===== config.mk =====
export PLATFORM = sky130hd
export DESIGN_NAME = booth_multiplier_unit_flat
export DESIGN_NICKNAME = d
export VERILOG_FILES = /design/src/rtl/booth_multiplier_unit_pkg.sv /design/src/rtl/booth_multiplier_unit_if.sv /design/src/rtl/booth_multiplier_unit_pp_gen.sv /design/src/rtl/booth_multiplier_unit.sv /design/src/flat_wrapper.sv
export SDC_FILE = /design/constraint.sdc
export NUM_CORES = 1
export LEC_CHECK = 0
export ABC_CLOCK_PERIOD_IN_PS = 16200
export BUFFER_PORTS_ARGS = -buffer_cell sky130_fd_sc_hd__buf_2
export CORE_MARGIN = 2
export CORE_UTILIZATION = 46
export DETAILED_ROUTE_END_ITERATION = 12
export PLACE_DENSITY = 0.69
export SYNTH_ARGS = -nofsm -noshare
export SYNTH_HDL_FRONTEND = slang
export SYNTH_SLANG_ARGS = --single-unit

===== constraint.sdc =====
create_clock -name clk -period 16.2 [get_ports clk]
set_input_delay 2.43 -clock clk [delete_from_list [all_inputs] [get_ports clk]]
set_output_delay 2.43 -clock clk [all_outputs]
set_load 0.005 [all_outputs]

===== src/rtl/booth_multiplier_unit_pkg.sv =====
// Shared multiply/divide unit definitions: FSM states, Booth digit encoding
// and the digit-count helper used to size the multiplier's control logic.
package mdu_pkg;

  typedef enum logic {
    IDLE,
    RUN
  } stateT;

  typedef enum logic [2:0] {
    ZERO,
    POS1,
    POS2,
    NEG1,
    NEG2
  } boothDigitT;

  // Operands are extended by two bits, which gives width/2 + 1 radix-4 digits.
  function automatic int unsigned boothDigitCount(input int unsigned width);
    return width / 2 + 1;
  endfunction

  // Radix-4 recoding of the overlapping triplet {b(2i+1), b(2i), b(2i-1)}.
  function automatic boothDigitT decodeTriplet(input logic [2:0] triplet);
    unique case (triplet)
      3'b001, 3'b010: return POS1;
      3'b011:         return POS2;
      3'b100:         return NEG2;
      3'b101, 3'b110: return NEG1;
      default:        return ZERO;
    endcase
  endfunction

endpackage


===== src/rtl/booth_multiplier_unit_if.sv =====
// Handshake and operand/result bundle for booth_multiplier_unit.
//   master: drives start/usigned/multiplicand/multiplier, observes results.
//   slave : the multiplier itself.
interface booth_multiplier_unit_if #(
  parameter int unsigned parallelism = 32
);
  logic                   start;
  logic                   usigned;
  logic [parallelism-1:0] multiplicand;
  logic [parallelism-1:0] multiplier;
  logic                   busy;
  logic                   done;
  logic [parallelism-1:0] productH;
  logic [parallelism-1:0] productL;

  modport master (
    output start, usigned, multiplicand, multiplier,
    input  busy, done, productH, productL
  );

  modport slave (
    input  start, usigned, multiplicand, multiplier,
    output busy, done, productH, productL
  );
endinterface


===== src/rtl/booth_multiplier_unit_pp_gen.sv =====
// Combinational radix-4 Booth partial-product generator.
//   triplet        : {b(2i+1), b(2i), b(2i-1)} of the extended multiplier
//   mcandExt       : multiplicand already extended to parallelism+2 bits
//   partialProduct : selected multiple, sign-extended to accumulator width;
//                    negative digits are returned as the one's complement
//   negCin         : +1 completing the two's-complement negation
module booth_pp_gen
  import mdu_pkg::*;
#(
  parameter int unsigned parallelism = 32
) (
  input  logic [2:0]               triplet,
  input  logic [parallelism+1:0]   mcandExt,
  output logic [2*parallelism+3:0] partialProduct,
  output logic                     negCin
);
  localparam int unsigned EW = parallelism + 2;
  localparam int unsigned AW = 2 * parallelism + 4;

  boothDigitT digit;
  logic [AW-1:0] mcandWide;

  assign digit     = decodeTriplet(triplet);
  assign mcandWide = {{(AW - EW){mcandExt[EW-1]}}, mcandExt};

  always_comb begin
    partialProduct = '0;
    negCin         = 1'b0;
    unique case (digit)
      POS1: partialProduct = mcandWide;
      POS2: partialProduct = mcandWide << 1;
      NEG1: begin
        partialProduct = ~mcandWide;
        negCin         = 1'b1;
      end
      NEG2: begin
        partialProduct = ~(mcandWide << 1);
        negCin         = 1'b1;
      end
      default: partialProduct = '0;
    endcase
  end
endmodule


===== src/rtl/booth_multiplier_unit.sv =====
// Sequential radix-4 Booth multiplier, one digit per clock.
//   clk, rst_n : rising-edge clock, asynchronous active-low reset
//   bus.start  : request, sampled only in IDLE together with usigned and operands
//   bus.busy   : operation in progress
//   bus.done   : one-cycle pulse when productH/productL update
//   bus.productH/productL : upper/lower half of the 2*parallelism-bit product,
//                           held between operations
module booth_multiplier_unit
  import mdu_pkg::*;
#(
  parameter int unsigned parallelism = 32
) (
  input logic                    clk,
  input logic                    rst_n,
  booth_multiplier_unit_if.slave bus
);
  localparam int unsigned P  = parallelism;
  localparam int unsigned EW = P + 2;
  localparam int unsigned AW = 2 * P + 4;
  localparam int unsigned N  = boothDigitCount(P);
  localparam int unsigned CW = $clog2(N) + 1;
  localparam logic [CW-1:0] LAST_DIGIT = CW'(N - 1);

  stateT state, nextState;

  logic [EW-1:0] mcandReg;
  logic [EW:0]   mplierReg;
  logic [AW-1:0] accReg;
  logic [CW-1:0] count;
  logic          doneReg;
  logic [P-1:0]  productHReg;
  logic [P-1:0]  productLReg;

  logic [EW-1:0] mcandExt;
  logic [EW-1:0] mplierExt;
  logic [AW-1:0] partialProduct;
  logic          negCin;
  logic [AW-1:0] ppTerm;
  logic [AW-1:0] accNext;
  logic          lastDigit;
  logic          load;

  // Operand extension: zero for unsigned, sign for signed.
  assign mcandExt  = bus.usigned ? {2'b00, bus.multiplicand}
                                 : {{2{bus.multiplicand[P-1]}}, bus.multiplicand};
  assign mplierExt = bus.usigned ? {2'b00, bus.multiplier}
                                 : {{2{bus.multiplier[P-1]}}, bus.multiplier};

  // The multiplier register shifts right two places per digit, so the
  // current triplet is always its low three bits.
  booth_pp_gen #(
    .parallelism(P)
  ) ppGen (
    .triplet       (mplierReg[2:0]),
    .mcandExt      (mcandReg),
    .partialProduct(partialProduct),
    .negCin        (negCin)
  );

  // Carry-in is folded in before the shift; identical modulo 2^AW.
  assign ppTerm    = partialProduct + AW'(negCin);
  assign accNext   = accReg + (ppTerm << {count, 1'b0});
  assign lastDigit = (count == LAST_DIGIT);

  always_comb begin
    nextState = state;
    load      = 1'b0;
    unique case (state)
      IDLE: begin
        if (bus.start) begin
          load      = 1'b1;
          nextState = RUN;
        end
      end
      RUN: begin
        if (lastDigit) nextState = IDLE;
      end
      default: nextState = IDLE;
    endcase
  end

  always_ff @(posedge clk or negedge rst_n) begin
    if (!rst_n) begin
      state       <= IDLE;
      mcandReg    <= '0;
      mplierReg   <= '0;
      accReg      <= '0;
      count       <= '0;
      doneReg     <= 1'b0;
      productHReg <= '0;
      productLReg <= '0;
    end else begin
      state   <= nextState;
      doneReg <= 1'b0;
      if (load) begin
        mcandReg  <= mcandExt;
        mplierReg <= {mplierExt, 1'b0};
        accReg    <= '0;
        count     <= '0;
      end else if (state == RUN) begin
        accReg    <= accNext;
        mplierReg <= mplierReg >> 2;
        count     <= count + 1'b1;
        if (lastDigit) begin
          productHReg <= accNext[2*P-1:P];
          productLReg <= accNext[P-1:0];
          doneReg     <= 1'b1;
        end
      end
    end
  end

  assign bus.busy     = (state == RUN);
  assign bus.done     = doneReg;
  assign bus.productH = productHReg;
  assign bus.productL = productLReg;
endmodule


===== src/flat_wrapper.sv =====
// flat-port wrapper written by rule: the top's interface ports become plain ports
module booth_multiplier_unit_flat import mdu_pkg::*;
#(
  parameter int unsigned parallelism = 32
)
  (clk, rst_n, bus_start, bus_usigned, bus_multiplicand, bus_multiplier, bus_busy, bus_done, bus_productH, bus_productL);
  booth_multiplier_unit_if #(.parallelism(parallelism)) bus_i ();
  input logic clk;
  input logic rst_n;
  input wire logic [$bits(bus_i.start)-1:0] bus_start;
  input wire logic [$bits(bus_i.usigned)-1:0] bus_usigned;
  input wire logic [$bits(bus_i.multiplicand)-1:0] bus_multiplicand;
  input wire logic [$bits(bus_i.multiplier)-1:0] bus_multiplier;
  output wire logic [$bits(bus_i.busy)-1:0] bus_busy;
  output wire logic [$bits(bus_i.done)-1:0] bus_done;
  output wire logic [$bits(bus_i.productH)-1:0] bus_productH;
  output wire logic [$bits(bus_i.productL)-1:0] bus_productL;
  assign bus_i.start = bus_start;
  assign bus_i.usigned = bus_usigned;
  assign bus_i.multiplicand = bus_multiplicand;
  assign bus_i.multiplier = bus_multiplier;
  assign bus_busy = bus_i.busy;
  assign bus_done = bus_i.done;
  assign bus_productH = bus_i.productH;
  assign bus_productL = bus_i.productL;
  booth_multiplier_unit #(.parallelism(parallelism)) u_core (.clk(clk), .rst_n(rst_n), .bus(bus_i));
endmodule

==> out/results.md, run 1 <==
| Quantity | Reported |
|---|---|
| Status | complete, no violations |
| Drt first pass iters | 6 |
| Arrival time worst endpoint | 8.81 ns |
| Critical path class | reg -> reg |
| Non-Filler Cell Area, Final | 17900 um^2 |
| Netlist area before placement | 16200 um^2 |
| Sequential cell area fraction in the yosys report | 31.3% |
| Post-CTS setup-driven buffer insertion count | 0 |
| Routed via count divided by cell count | 6.06 |
| Critical path endpoint category | flip-flop |
| Antenna diode count | 0 |
| Fillcell total | 3313 |
| Starting DRC count in detailed routing | 1575 |
| Transition at the pin with the smallest max-transition slack | 1.15 ns |
| Maximum clock rate | 0.119 GHz |
| Startpoint kind of the worst setup timing path | flip-flop |
| Initial Utilization | 46.8% |
| Synth unique cells | 87 |
| Cts bufs inserted | 24 |
| Final setup violating endpoints | 0 |
| Share of flip-flops with an asynchronous set or reset after synthesis | 100% |
| Fraction of final layout cells sized beyond drive strength 1 | 12.3% |
| Cell chosen for the clock root | clkbuf_16 |
| Net Count, Synth | 2166 |
| Die outline area | 36800 um^2 |
| Cts repair resizes | 0 |
| Detailed Route WL | 49.9 mm |
| Die height | 192 um |
| Post-DRT Antenna Nets | 0 |
| Unrepaired setup endpoints after global routing | false |
| Kind of path behind the tightest hold check | reg -> reg |
| Number of rows in the core area | 68 |
| Antenna violations before repair | 1 |
| Critical-path maximum fanout | 55 |
| Pin count of the biggest net entering global routing | 98 |
| TritonCTS clock tree | yes |
| Final global-route overflow total | 0 |
| Placed standard-cell area | 17000 um^2 |
| Clk pin slew, worst setup/hold paths | 0.06 ns |
| Clock network latency to the later pin of the worst-skew pair | 0.55 ns |
| Clk sink count | 203 |
| Buffers on Ports | 133 |
| Wire length of the first global-routing pass | 80.6 mm |
| CTS HTree Levels | 1 |
| Number of max-capacitance violations reported | 0 |
| DIE WIDTH | 192 um |
| Floorplan core area | 34600 um^2 |
| Headroom to the max-slew limit | 22.9% |
| Primary flip-flop cell chosen by synthesis mapping | dfrtp_1 |
| Remaining design rule violation count | 0 |
| Final layout net count | 2193 |
| Slack of the worst reg-to-reg path | 7.81 ns |
| Wire length per cell after detailed routing | 19.7 um |
| Vias after detailed routing | 15331 |
| Syn Area/Cell | 7.98 um^2 |
| Final clock skew | 0.0232 ns |
| All-layer global routing usage | 27.4% |
| Sum of negative setup slack | 0 ns |
| Detailed placer's ending HPWL | 36.9 mm |
| Yosys synthesis warning count | 0 |
| Required time reported for the critical path endpoint | 16.61 ns |
| Layout Area Growth over Synthesis | 10.6% |
| Max-slew violation count | 0 |
| Tmin final | 8.39 ns |
| Seq cells post-synth | 203 |
| Number of primary I/O pins | 134 |
| Largest buffer count on any clock path | 3 |
| Share of the clock period used by the worst path | 51.8% |
| Post-synthesis cell count | 2030 |
| Number of global-route vias before repair | 14558 |
| Final Wtd Congestion | 0.933 |
| Hold-fix buffers, CTS | 0 |
| Final Hold Vio Count | 0 |
| Post-synth EDFFs | 0 |
[layout make-up]
cell class | count | area (um^2) | area share [%]
multi-input cells | 1641 | 10400 | 58.1
flip-flops and latches | 203 | 5080 | 28.4
repair buffers | 157 | 855 | 4.76
clock buffers | 33 | 706 | 3.93
well taps | 455 | 569 | 3.17
clock inverters | 11 | 189 | 1.05
inverters | 30 | 113 | 0.628
[worst max-delay path: stages, from the launching register on]
cell and delay (ns):
dfrtp_2 0.81, buf_4 0.61, nor4b_2 0.40, mux2i_1 0.13
a221oi_1 0.64, and4_1 0.33, nand4_1 0.19, o21ai_0 0.37
o21ai_0 0.12, a21oi_1 0.42, nor3_1 0.10, a31oi_1 0.23
nand2_1 0.07, a222oi_1 0.47, ha_1 0.37, a21o_1 0.23
a221oi_1 0.32, o21bai_1 0.15, a31o_2 0.27, a311oi_1 0.34
o221ai_1 0.15, a21oi_1 0.15, o21ai_0 0.30, a41oi_1 0.42
o21ai_0 0.17, xor2_1 0.17, mux2_2 0.27
[stage by stage]
step / setup WS (ns) / hold slack (ns) / util [%] / cells
5_1_grt: 7.27 / 0.488 / 51.8 / 2530
6_report: 7.81 / 0.467 / 51.8 / 2530
3_5_place_dp: 8.08 / 0.458 / 49.2 / 2486
4_1_cts: 8.03 / 0.473 / 51.8 / 2530
3_3_place_gp: 8.31 / 0.454 / 49.2 / 2486
2_1_floorplan: 8.46 / 0.452 / - / 2030
[worst paths after layout]
| path | cells past startpoint | startpoint | to |
|---|---|---|---|
| max in group asynchronous | 3 | rst_n | u_core.bus.busy |
| min in group asynchronous | 1 | rst_n | u_core.mcandReg[12] |
| setup / recovery | 26 | u_core.mplierReg[2] | u_core.bus.productH[27] |
| hold reg to reg | 2 | u_core.bus.productL[11] | u_core.bus.productL[11] |
| hold / removal | 2 | u_core.bus.productL[11] | u_core.bus.productL[11] |
| setup reg to reg | 26 | u_core.mplierReg[2] | u_core.bus.productH[27] |
[cells in the final DEF, fill, tap and decap left out, types with 14 or more instances in the layout]
cell type	instances
nand3_1	34
inv_1	27
a21o_1	43
ha_1	67
a31oi_1	29
and3_1	20
a211oi_1	18
xor2_1	44
and2_1	14
buf_2	132
nor2_1	117
nand4_1	19
buf_4	24
xnor2_1	77
nor3_1	21
o221ai_1	24
o21ai_0	138
dfrtp_1	201
clkbuf_16	25
mux2i_1	67
nand2b_1	20
a21oi_1	118
mux2_2	24
a22o_1	63
nand2_1	428
nor2b_1	22
[flip-flops by register name, indices dropped and copies added, names as in the netlist]
name / cells
u_core.accReg: 64
u_core.mplierReg: 34
u_core.mcandReg: 33
u_core.bus.productH: 32
u_core.bus.productL: 32
u_core.count: 6
u_core.bus.busy: 1
u_core.bus.done: 1
[Yosys cell counts, types with 43 or more instances]
cell	instances	area, um^2
clkbuf_1	109	409
dfrtp_1	203	5080
ha_1	67	838
a22o_1	63	552
nor2_1	118	443
xor2_1	44	385
mux2i_1	67	671
a21oi_1	118	591
o21ai_0	138	691
nand2_1	428	1610
a21o_1	43	323
xnor2_1	78	683
[kinds of logic after synthesis]
kind of cell               synth area share [%]
and+or+nand+nor                            22.7
AOI/OAI and AO/OA                          23.7
DFF                                        31.3
buffers and inverters                      4.49
xor gates and xnor gates                   6.59
muxes                                      5.80
adders and majority gates                  5.30
[routing by layer]
metal	wire length [um]	vias up	track usage, %
met3	3620	70	3.87
met4	1090	2	6.83
met5	13	-	0
met2	21900	543	42.4
li1	-	7343	-
met1	23300	7373	40.1
Power of run 1 is left out: the tool's default activity adds up to more than one toggle a clock period on the data nets, which glitch-free logic cannot reach.
==> run 2: changes to the inputs <==
--- a/config.mk
+++ b/config.mk
@@ -5,12 +5,13 @@
 export SDC_FILE = /design/constraint.sdc
 export NUM_CORES = 1
 export LEC_CHECK = 0
-export ABC_CLOCK_PERIOD_IN_PS = 16200
+export ABC_AREA = 1
+export ABC_CLOCK_PERIOD_IN_PS = 7050
 export BUFFER_PORTS_ARGS = -buffer_cell sky130_fd_sc_hd__buf_2
 export CORE_MARGIN = 2
 export CORE_UTILIZATION = 46
 export DETAILED_ROUTE_END_ITERATION = 12
-export PLACE_DENSITY = 0.69
+export PLACE_DENSITY = 0.71
 export SYNTH_ARGS = -nofsm -noshare
 export SYNTH_HDL_FRONTEND = slang
 export SYNTH_SLANG_ARGS = --single-unit
==> constraint.sdc (replaced) <==
create_clock -name clk -period 7.05 [get_ports clk]
set_input_delay 1.0575 -clock clk [delete_from_list [all_inputs] [get_ports clk]]
set_output_delay 1.0575 -clock clk [all_outputs]
set_load 0.005 [all_outputs]
==> out/results.md, run 2 <==
| Quantity | Reported |
|---|---|
| Status | complete, no violations |
| Seq cells post-synth | 203 |
| Placed standard-cell area | 17600 um^2 |
| Die height | 194 um |
| Top Registers | u_core.accReg x64, u_core.mplierReg x34, u_core.mcandReg x33 |
| Critical path endpoint category | flip-flop |
| Final layout net count | 2744 |
| Final Instance Count excl. Fillers | 3086 |
| Largest buffer count on any clock path | 3 |
| All-layer global routing usage | 29.7% |
| Fraction of synthesized cell area taken by the top area cell type | 30.6% |
| Drt first pass iters | 6 |
| Post-synth top area cell | dfrtp_1 |
| Detailed placer's ending HPWL | 43.6 mm |
| Share of the clock period used by the worst path | 92.4% |
| Clk pin slew, worst setup/hold paths | 0.06 ns |
| Transition at the pin with the smallest max-transition slack | 1.05 ns |
| Wire length of the first global-routing pass | 90.5 mm |
| Antenna diode count | 0 |
| Final global-route overflow total | 0 |
| Floorplan core area | 35600 um^2 |
| Starting DRC count in detailed routing | 1658 |
| Most common cell after layout, fill and taps aside | nand2_1 |
| Sequential cell area fraction in the yosys report | 30.6% |
| Commonest cells after routing, fill and taps aside | 780 x nand2_1, 261 x inv_1, 239 x nand3_1, 203 x o21ai_0, 203 x dfrtp_1 |
| TritonCTS clock tree | yes |
| Headroom to the max-slew limit | 29.9% |
| Highest-delay cell along the critical path | nor4_1 |
| DIE WIDTH | 194 um |
| Hold-fix buffers, CTS | 0 |
| Non-Filler Cell Area, Final | 18300 um^2 |
| Final Wtd Congestion | 0.966 |
| Unrepaired setup endpoints after global routing | false |
| Number of rows in the core area | 69 |
| Required time reported for the critical path endpoint | 7.50 ns |
| Layout Area Growth over Synthesis | 10.4% |
| Main combinational cell family by area after synthesis | simple AND/OR/NAND/NOR gates |
| Tmin final | 6.51 ns |
| Post-synthesis cell count | 2524 |
| Detailed Route WL | 55.9 mm |
| Final Hold Vio Count | 0 |
| Flip-flop count of the largest register after layout | 64 |
| Utilization after layout | 51.5% |
| Die outline area | 37600 um^2 |
| CTS HTree Levels | 1 |
| Max-slew violation count | 0 |
| Arrival time worst endpoint | 6.96 ns |
| Post-CTS setup-driven buffer insertion count | 0 |
| Routed via count divided by cell count | 5.60 |
| Post-synth EDFFs | 0 |
| CP peak stage delay | 0.76 ns |
| Cell types with the highest counts after synthesis | 780 x nand2_1, 261 x inv_1, 239 x nand3_1 |
| Kind of path behind the tightest hold check | reg -> reg |
| Primary flip-flop cell chosen by synthesis mapping | dfrtp_1 |
| Adder-cell area share of the yosys netlist | 5.18% |
| Post-DRT Antenna Nets | 0 |
| Maximum clock rate | 0.154 GHz |
| Cell types with the largest area share after synthesis | dfrtp_1 31%, nand2_1 18%, nand3_1 7.2%, o21ai_0 6.2%, inv_1 5.9% |
| Pin count of the biggest net entering global routing | 107 |
| Number of global-route vias before repair | 16605 |
| Net Count, Synth | 2660 |
| Number of primary I/O pins | 134 |
| Clk sink count | 203 |
| Buffers on Ports | 133 |
| Synth unique cells | 61 |
| Syn Area/Cell | 6.57 um^2 |
| Fraction of final layout cells sized beyond drive strength 1 | 11.6% |
| Share of flip-flops with an asynchronous set or reset after synthesis | 100% |
| Cell with the most instances after synthesis | nand2_1 |
| Number of max-capacitance violations reported | 0 |
| Wire length per cell after detailed routing | 18.1 um |
| Mux contribution to synthesized area | 0.0604% |
| Critical-path maximum fanout | 26 |
| Startpoint kind of the worst setup timing path | flip-flop |
| Antenna violations before repair | 1 |
| Remaining design rule violation count | 0 |
| Initial Utilization | 46.6% |
| Final setup violating endpoints | 0 |
| Critical path class | reg -> reg |
| Netlist area before placement | 16600 um^2 |
| Most frequent cell on the critical path | nand2_1 |
| Cts bufs inserted | 24 |
| XOR/XNOR Fraction of Synth Area | 2.79% |
| Final clock skew | 0.0382 ns |
| Yosys synthesis warning count | 0 |
| Clock network latency to the later pin of the worst-skew pair | 0.57 ns |
| Vias after detailed routing | 17282 |
| Largest reg by FF count | u_core.accReg |
| Sum of negative setup slack | 0 ns |
| Basic-gate share of the synthesized area counting and, or, nand and nor cells | 35.6% |
| Placed Cells | 3043 |
| Cell chosen for the clock root | clkbuf_16 |
| Share of the synthesized area in compound gates (AO/OA/AOI/OAI) | 16.6% |
[run 2: cell type report]
| cell class | instances | area (um^2) |
|---|---|---|
| repair buffers | 159 | 870 |
| fillers | 3670 | 17300 |
| flip-flops and latches | 203 | 5080 |
| well taps | 461 | 577 |
| multi-input cells | 1945 | 10000 |
| inverters | 275 | 1030 |
| clock inverters | 5 | 45.0 |
| clock buffers | 38 | 713 |
[run 2: what timing repair did]
| action | CTS | global route |
|---|---|---|
| gates resized for setup | 0 | 1 |
| setup endpoints to repair | 0 | 4 |
| hold endpoints to repair | 0 | 0 |
[run 2: worst max-delay path, delay by kind of cell, from the launching register on]
kind | cells | cell delay (ns)
and+or+nand+nor | 18 | 3.37
DFF | 1 | 0.56
buffers and inverters | 2 | 0.39
AOI/OAI and AO/OA | 5 | 1.02
adders and majority gates | 3 | 0.89
xor gates and xnor gates | 1 | 0.17
[run 2: kinds of logic after synthesis]
| kind of cell | Yosys count |
|---|---|
| AOI/OAI and AO/OA | 479 |
| xor gates and xnor gates | 52 |
| adders and majority gates | 68 |
| buffers and inverters | 376 |
| DFF | 203 |
| muxes | 1 |
| and+or+nand+nor | 1345 |
[run 2: per-stage QoR]
stage | setup WS, ns | hold WS, ns
3_3_place_gp | 0.676 | 0.459
3_5_place_dp | 0.660 | 0.462
4_1_cts | 0.632 | 0.479
2_1_floorplan | 2.21 | 0.453
6_report | 0.537 | 0.473
5_1_grt | 0.121 | 0.495
[run 2: worst paths after layout]
| kind | end | startpoint | slack (ns) | cells after the start |
|---|---|---|---|---|
| max reg2reg | u_core.accReg[60] | u_core.mplierReg[1] | 0.54 | 29 |
| max in group asynchronous | u_core.count[0] | rst_n | 5.05 | 2 |
| min in group asynchronous | u_core.bus.productL[13] | rst_n | 0.61 | 1 |
| max | u_core.accReg[60] | u_core.mplierReg[1] | 0.54 | 29 |
| min | u_core.bus.productL[27] | u_core.bus.productL[27] | 0.47 | 2 |
| min reg2reg | u_core.bus.productL[27] | u_core.bus.productL[27] | 0.47 | 2 |
[run 2: metal layers]
layer	wire length [um]	track usage, %
met1	25500	42.4
met2	24000	45.5
met3	4910	5.95
met4	1500	8.73
met5	13	0
Power of run 2 is left out for the same reason.
==> run 3: changes to the inputs <==
==> constraint.sdc (replaced) <==
create_clock -name clk -period 7.05 [get_ports clk]
set_input_delay 0.705 -clock clk [delete_from_list [all_inputs] [get_ports clk]]
set_output_delay 0.705 -clock clk [all_outputs]
set_load 0.005 [all_outputs]
==> out/results.md, run 3 (synthesis results as in run 2) <==
| Quantity | Reported |
|---|---|
| Met3 Use GR | 5.77% |
| Final Hold Vio Count | 0 |
| Clk sink count | 203 |
| Number of primary I/O pins | 134 |
| Top Registers | u_core.accReg x64, u_core.mplierReg x34, u_core.mcandReg x33 |
| Floorplan core area | 35600 um^2 |
| Cts bufs inserted | 24 |
| Headroom to the max-slew limit | 33.9% |
| Number of max-capacitance violations reported | 0 |
| Layout Area Growth over Synthesis | 10.9% |
| Die height | 194 um |
| Transition at the pin with the smallest max-transition slack | 0.990 ns |
| Antenna violations before repair | 2 |
| Critical path endpoint category | flip-flop |
| All-layer global routing usage | 29.6% |
| Post-DRT Antenna Nets | 0 |
| Met2 routing resource usage after global routing | 45.0% |
| Detailed placer's ending HPWL | 43.5 mm |
| Starting DRC count in detailed routing | 1446 |
| Clk pin slew, worst setup/hold paths | 0.06 ns |
| Vias after detailed routing | 17132 |
| Critical path class | reg -> reg |
| CP peak stage delay | 0.56 ns |
| Final layout net count | 2744 |
| Worst setup slack after placement | 0.553 ns |
| Final setup violating endpoints | 0 |
| Buffers on Ports | 133 |
| Max-slew violation count | 0 |
| Largest buffer count on any clock path | 3 |
| Worst Slack Setup Final | 0.503 ns |
| Met1 layer usage reported by global route | 42.3% |
| Routed via count divided by cell count | 5.55 |
| Commonest cells after routing, fill and taps aside | 780 x nand2_1, 261 x inv_1, 239 x nand3_1, 203 x o21ai_0, 203 x dfrtp_1 |
| Die outline area | 37600 um^2 |
| Tmin final | 6.55 ns |
| Pin count of the biggest net entering global routing | 107 |
| Drt first pass iters | 6 |
| Final global-route overflow total | 0 |
| Final Wtd Congestion | 0.968 |
| Share of the clock period used by the worst path | 92.9% |
| Maximum clock rate | 0.153 GHz |
| Most common cell after layout, fill and taps aside | nand2_1 |
| Cell chosen for the clock root | clkbuf_16 |
| Number of global-route vias before repair | 16458 |
| Worst hold margin | 0.186 ns |
| TritonCTS clock tree | yes |
| Detailed Route WL | 55.7 mm |
| Arrival time worst endpoint | 7.04 ns |
| Unrepaired setup endpoints after global routing | false |
| Final clock skew | 0.0181 ns |
| Highest-delay cell along the critical path | dfrtp_1 |
| Status | complete, no violations |
| Startpoint kind of the worst setup timing path | flip-flop |
| Critical-path maximum fanout | 26 |
| Clock network latency to the later pin of the worst-skew pair | 0.56 ns |
| Wire length per cell after detailed routing | 18.0 um |
| Wire length of the first global-routing pass | 89.7 mm |
| Most frequent cell on the critical path | nand2_1 |
| Largest reg by FF count | u_core.accReg |
| Initial Utilization | 46.6% |
| Number of rows in the core area | 69 |
| Global route hottest layer | met2 |
| Required time reported for the critical path endpoint | 7.55 ns |
| Kind of path behind the tightest hold check | in -> async |
| CTS HTree Levels | 1 |
| Remaining design rule violation count | 0 |
| Sum of negative setup slack | 0 ns |
| Flip-flop count of the largest register after layout | 64 |
| Fraction of final layout cells sized beyond drive strength 1 | 11.7% |
| DIE WIDTH | 194 um |
-- run 3: cell types whose count changed in the layout (fill, tap and decap cells not counted) --
cell / change
clkbuf_1: -4
clkbuf_8: -3
diode_2: +1
clkinv_2: +2
clkinv_4: +1
bufinv_16: +4
-- run 3: repair_timing --
| item | in CTS | in global routing |
|---|---|---|
| setup endpoints to repair | 0 | 2 |
| gates resized for setup | 0 | 1 |
| setup buffers | 0 | 0 |
| hold buffers | 0 | 0 |
-- run 3: worst max-delay path, delay by kind of cell, from the launching register on --
family / cells / cell delay, ns
AO/OA/AOI/OAI: 7 / 1.42
XOR/XNOR: 2 / 0.61
adder cells (fa/ha/maj): 3 / 0.96
buffers and inverters: 3 / 0.46
flip-flops: 1 / 0.56
AND/OR/NAND/NOR: 18 / 2.47
-- run 3: layout make-up --
class	instances	area, um^2
tap	461	577
clock buffer	31	657
timing repair buffer	159	870
sequential	203	5080
multi-input combinational	1945	10000
inverter	275	1030
fill	3622	17200
clock inverter	12	184
antenna	1	2.50
-- run 3: per-stage QoR --
step	utilization (%)	cell area, um^2	instances
after global routing	51.7	18400	3087
after detailed placement	49.4	17600	3043
after CTS	51.7	18400	3086
after global placement	49.4	17600	3043
after floorplan	-	16600	2524
final	51.7	18400	3087
-- run 3: final timing paths --
kind                                        start                       to  slack, ns  cells past startpoint
max in group asynchronous                   rst_n        u_core.accReg[53]       5.51                      2
hold / removal                              rst_n   u_core.bus.productL[5]       0.19                      1
min in group clk             bus_multiplicand[12]      u_core.mcandReg[12]       0.36                      3
hold reg to reg            u_core.bus.productL[9]   u_core.bus.productL[9]       0.47                      2
setup reg to reg              u_core.mplierReg[0]  u_core.bus.productH[20]       0.50                     33
setup / recovery              u_core.mplierReg[0]  u_core.bus.productH[20]       0.50                     33
-- run 3: routing by layer --
metal / vias up / part of all wire (%)
li1: 8496 / -
met1: 7861 / 45
met2: 664 / 43
met3: 107 / 8.9
met4: 4 / 2.9
met5: - / 0.14
Power of run 3 is left out for the same reason.
